===== config.mk =====
export PLATFORM = sky130hd
export DESIGN_NAME = aes_round_ops
export DESIGN_NICKNAME = d
export VERILOG_FILES = /design/src/rtl/aes_pkg.sv /design/src/rtl/aes_mix_column.sv /design/src/rtl/aes_round_ops.sv
export SDC_FILE = /design/constraint.sdc
export NUM_CORES = 1
export LEC_CHECK = 0
export ABC_AREA = 1
export CAP_MARGIN = 20
export CORE_AREA = 2 2 354 356
export CTS_CLUSTER_DIAMETER = 80
export DETAILED_ROUTE_END_ITERATION = 12
export DIE_AREA = 0 0 356 358
export SYNTH_ARGS = -nofsm -noshare
export SYNTH_HDL_FRONTEND = slang
export SYNTH_SLANG_ARGS = --single-unit
export TNS_END_PERCENT = 1

===== constraint.sdc =====
create_clock -name clk -period 13.8 [get_ports clk]
set_input_delay 2.76 -clock clk [delete_from_list [all_inputs] [get_ports clk]]
set_output_delay 2.76 -clock clk [all_outputs]
set_load 0.01 [all_outputs]

===== src/rtl/aes_pkg.sv =====
// Shared AES-128 types and GF(2^8) helpers for the round-transform datapath.
package aes_pkg;

   typedef logic [127:0] state_t;
   typedef logic [31:0]  word_t;

   // Low byte of the AES reduction polynomial x^8 + x^4 + x^3 + x + 1.
   localparam logic [7:0] AES_POLY = 8'h1B;

   // Multiply by x (i.e. by 2) in GF(2^8), reducing when the top bit falls out.
   function automatic logic [7:0] xtime(input logic [7:0] x);
      return {x[6:0], 1'b0} ^ (x[7] ? AES_POLY : 8'h00);
   endfunction

   // Multiply by x+1 (i.e. by 3) in GF(2^8).
   function automatic logic [7:0] gmul3(input logic [7:0] x);
      return xtime(x) ^ x;
   endfunction

endpackage


===== src/rtl/aes_mix_column.sv =====
// MixColumns for a single 32-bit state column; purely combinational.
// colIn[31:24] is row 0 (a0), colIn[7:0] is row 3 (a3).
module aes_mix_column
   import aes_pkg::*;
(
   input  word_t colIn,
   output word_t colOut
);

   logic [7:0] a0, a1, a2, a3;

   assign a0 = colIn[31:24];
   assign a1 = colIn[23:16];
   assign a2 = colIn[15:8];
   assign a3 = colIn[7:0];

   // Fixed circulant matrix [2 3 1 1] applied to the column.
   always_comb begin
      colOut[31:24] = xtime(a0) ^ gmul3(a1) ^ a2        ^ a3;
      colOut[23:16] = a0        ^ xtime(a1) ^ gmul3(a2) ^ a3;
      colOut[15:8]  = a0        ^ a1        ^ xtime(a2) ^ gmul3(a3);
      colOut[7:0]   = gmul3(a0) ^ a1        ^ a2        ^ xtime(a3);
   end

endmodule


===== src/rtl/aes_round_ops.sv =====
// Registered AES-128 AddRoundKey, ShiftRows and MixColumns units.
//
// Handshake (identical for all three units, which are fully independent):
//   each rising edge with <unit>_en=1 loads <unit>_out with f(current inputs)
//   and sets <unit>_done, so results appear one cycle after en is sampled high
//   and keep tracking the inputs (one cycle behind) for as long as en stays
//   high. An edge with en=0 clears done but leaves out untouched, so the
//   sequencer may read the result after dropping en. Reset clears everything
//   asynchronously. There is no FSM; the done flop is the only control state.
//
// Byte k of a state occupies bits [127-8k -: 8]; byte 4c+r is s(r,c).
module aes_round_ops
   import aes_pkg::*;
(
   input  logic         clk,
   input  logic         rst,
   input  logic         ark_en,
   input  logic [127:0] ark_key,
   input  logic [127:0] ark_state,
   output logic [127:0] ark_out,
   output logic         ark_done,
   input  logic         sr_en,
   input  logic [127:0] sr_in,
   output logic [127:0] sr_out,
   output logic         sr_done,
   input  logic         mc_en,
   input  logic [127:0] mc_in,
   output logic [127:0] mc_out,
   output logic         mc_done
);

   state_t srComb;
   state_t mcComb;

   // ShiftRows is pure wiring: out s(r,c) = in s(r,(c+r) mod 4).
   for (genvar c = 0; c < 4; c++) begin : g_srCol
      for (genvar r = 0; r < 4; r++) begin : g_srRow
         assign srComb[127-8*(4*c+r) -: 8] = sr_in[127-8*(4*((c+r)%4)+r) -: 8];
      end
   end

   // One MixColumns instance per state column.
   for (genvar c = 0; c < 4; c++) begin : g_mcCol
      aes_mix_column uMixColumn (
         .colIn  (mc_in[127-32*c -: 32]),
         .colOut (mcComb[127-32*c -: 32])
      );
   end

   // AddRoundKey result register and done flag.
   always_ff @(posedge clk or posedge rst) begin
      if (rst) begin
         ark_out  <= '0;
         ark_done <= 1'b0;
      end else begin
         ark_done <= ark_en;
         if (ark_en) ark_out <= ark_state ^ ark_key;
      end
   end

   // ShiftRows result register and done flag.
   always_ff @(posedge clk or posedge rst) begin
      if (rst) begin
         sr_out  <= '0;
         sr_done <= 1'b0;
      end else begin
         sr_done <= sr_en;
         if (sr_en) sr_out <= srComb;
      end
   end

   // MixColumns result register and done flag.
   always_ff @(posedge clk or posedge rst) begin
      if (rst) begin
         mc_out  <= '0;
         mc_done <= 1'b0;
      end else begin
         mc_done <= mc_en;
         if (mc_en) mc_out <= mcComb;
      end
   end

endmodule


==> impl_metrics.toml <==
[clock_tree]
cts_max_level = 2
clockRootBuffer = "clkbuf_16"
cts_resized = 0
clkTransAtPathRegs_ns = 0.06
postCtsSetupBuffers = 0
cts_made_buffers = 54
cts_tree = "built"
numClockSinks = 387
hold_buffers = 0
clockBufferDepth = 3
clk_latency_ns = 0.65

[drt]
wl_per_cell_um = 19.1
wl_met1_um = 42900
wl_met2_um = 49600
firstDrtPassIters = 6
drc = 0
drt-initial-drc-count = 1412
routed_via_density = 4.15
vias = 23400
wl_um = 108000
highest_layer = "met5"
antenna_left = 0
wl_met3_um = 12900

[power]
internal_power_mw = 2.77
seq_power_share_pct = 33.9
p_sw_mw = 1.26
p_comb_share_pct = 27.5
ir_worst_vdd_uv = 92.0
leakagePower_nw = 16.5
total_power_mw = 4.02
pwr-share-clk_pct = 38.6
p_sw_share_pct = 31.2
powerDensity_nw_per_um2 = 114

[timing]
slew_violations = 0
finClkSkew_ns = 0
period_needed_ns = 5.24
fin_crit_sh_pct = 38.0
tightestPinTransition_ns = 1.05
grt_setup_unrepaired = "no"
setup_viol = 0
slew-limit-headroom_pct = 30.0
fmax_ghz = 0.191
timing.hold.ws_ns = 0.477
hold_violations = 0
setup_tns_ns = 0

[critical_path]
cp_slowest_cell = "buf_4"
rr_startpoint = "sr_out[124]"
worst_setup_path_end_kind = "asynchronous set/reset pin"
crit_path_cell_trace = "clkdlybuf4s50_1 -> inv_8 -> buf_4 -> buf_4 -> buf_4"
arrival_ns = 5.92
required_ns = 14.47
reg2reg_to = "sr_out[124]"
criticalPathCategory = "in2async"
slowest_delay_ns = 0.76
cpMostUsedCell = "buf_4"
ff2ff_setup_slack_ns = 12.92
cp_max_fo = 100
cp-start-kind = "input port"
reg2reg_depth = 1

[global_route]
grt_max_degree = 166
grt_pass1_vias = 22100
grt_overflow = 0
grt_pass1_wl_um = 150000
grt_usage_pct = 16.0
antenna_found_initial = 43

[layout]
multiInputGateArea_um2 = 11600
syn2layout_area_growth_pct = 54.5
drive_gt1_share_pct = 6.92
final_nets = 4447
final_common_cell = "nand2_1"
mostFrequentLayoutCells = "1573 x nand2_1, 901 x clkdlybuf4s50_1, 387 x dfrtp_1"
fin_util_pct = 28.5
fillCellCount = 13200
regArea_um2 = 9680

[synth]
mappedNetlistArea_um2 = 22800
ys_types = 24
yosys_warnings = 0
async_reset_ff_share_pct = 100
syn_inst = 3076
synthFlopType = "dfrtp_1"
syn-num-nets = 3593
syn_area_per_cell_um2 = 7.41
ys_seq_elements = 387
synth_enable_flop_cells = 0
yosysSeqAreaShare_pct = 42.5

[floorplan]
core_um2 = 123000
top_level_ports = 904
dieWidth_um = 356
start_util_pct = 18.5
chipHeight_um = 358
dieArea_um2 = 127000
num_rows = 129

[placed_design]
numPortBuffers = 903
post-dp-hpwl_um = 89100
gp_congestion = 0.867

[worst_hold_path]
min_path_cells = 2
min_from = "mc_out[75]"
hp-class = "reg2reg"
holdPathEnd = "mc_out[75]"

[run]
maxCapViolations = 0

[run_status]
status = "completed"
[worst max-delay path: cells and delay by family]
| kind | cells | cell delay [ns] |
|---|---|---|
| buf+inv | 5 | 2.99 |
[per-layer routing]
| layer | vias to the layer above | GRT usage (%) |
|---|---|---|
| met2 | 805 | 25.6 |
| met5 | - | 0 |
| li1 | 11400 | - |
| met1 | 11000 | 18.9 |
| met4 | 28 | 3.76 |
| met3 | 145 | 8.11 |
[area by class of cell]
cell class | instances | area share (%)
Multi-Input combinational cell | 2393 | 33.0
Sequential cell | 387 | 27.5
Timing Repair Buffer | 912 | 25.9
Tap cell | 1637 | 5.82
Clock buffer | 71 | 4.36
Inverter | 182 | 1.99
Clock inverter | 30 | 1.33
Antenna cell | 10 | 0.0711
[per-stage QoR]
step                instance area [µm²]  worst slack [ns]  std cells
global route                      35200              8.15       5618
detailed placement                33200              7.67       5511
global placement                  33200              7.73       5511
CTS                               35200              8.42       5612
floorplan                         22800             0.284       3076
finish                            35200              8.56       5622
[cell usage after synthesis, types with 5 or more instances]
cell type  instances  share of area [%]
inv_1            161                2.7
buf_4             14               0.46
inv_2             20               0.33
mux2_2           128                6.3
buf_2             38               0.83
xnor2_1          165                6.3
nand3_1          289                6.3
o21ai_1           46                1.0
buf_6             33                1.6
nor2_1            28               0.46
nand3b_1          28               0.92
clkbuf_1          23               0.38
clkbuf_2           6               0.13
dfrtp_1          387                 43
o21ai_0           89                2.0
xor2_1            28                1.1
nand2_1         1573                 26
nand2_2            5               0.14
[power by group through the flow]
stage | clock, mW | combinational [mW] | sequential (mW)
4_1_cts | 1.59 | 1.12 | 1.37
6_report | 1.55 | 1.10 | 1.37
5_1_grt | 1.64 | 1.21 | 1.38
3_5_place_dp | 0 | 1.11 | 1.38
3_3_place_gp | 0 | 1.11 | 1.38
2_1_floorplan | 0 | 0.413 | 1.43
[cells by family after synthesis]
family                    after synthesis  share of synthesized area [%]
and+or+nand+nor                      1933                           34.1
DFF                                   387                           42.5
AOI/OAI and AO/OA                     136                           3.00
xor gates and xnor gates              196                           7.64
muxes                                 128                           6.33
buffers and inverters                 296                           6.45
[state kept, by name (all words and copies together), names as in the netlist]
| register | flops |
|---|---|
| ark_done | 1 |
| ark_out | 128 |
| mc_done | 1 |
| mc_out | 128 |
| sr_done | 1 |
| sr_out | 128 |
[worst max path at each step]
stage | startpoint | to | cells past startpoint
floorplan | rst | ark_done | 1
global placement | rst | sr_out[93] | 5
detailed placement | rst | sr_out[72] | 5
CTS | rst | sr_out[72] | 5
global route | rst | sr_out[6] | 5
finish | rst | sr_out[5] | 5
Power figures use the tool's default switching activity.
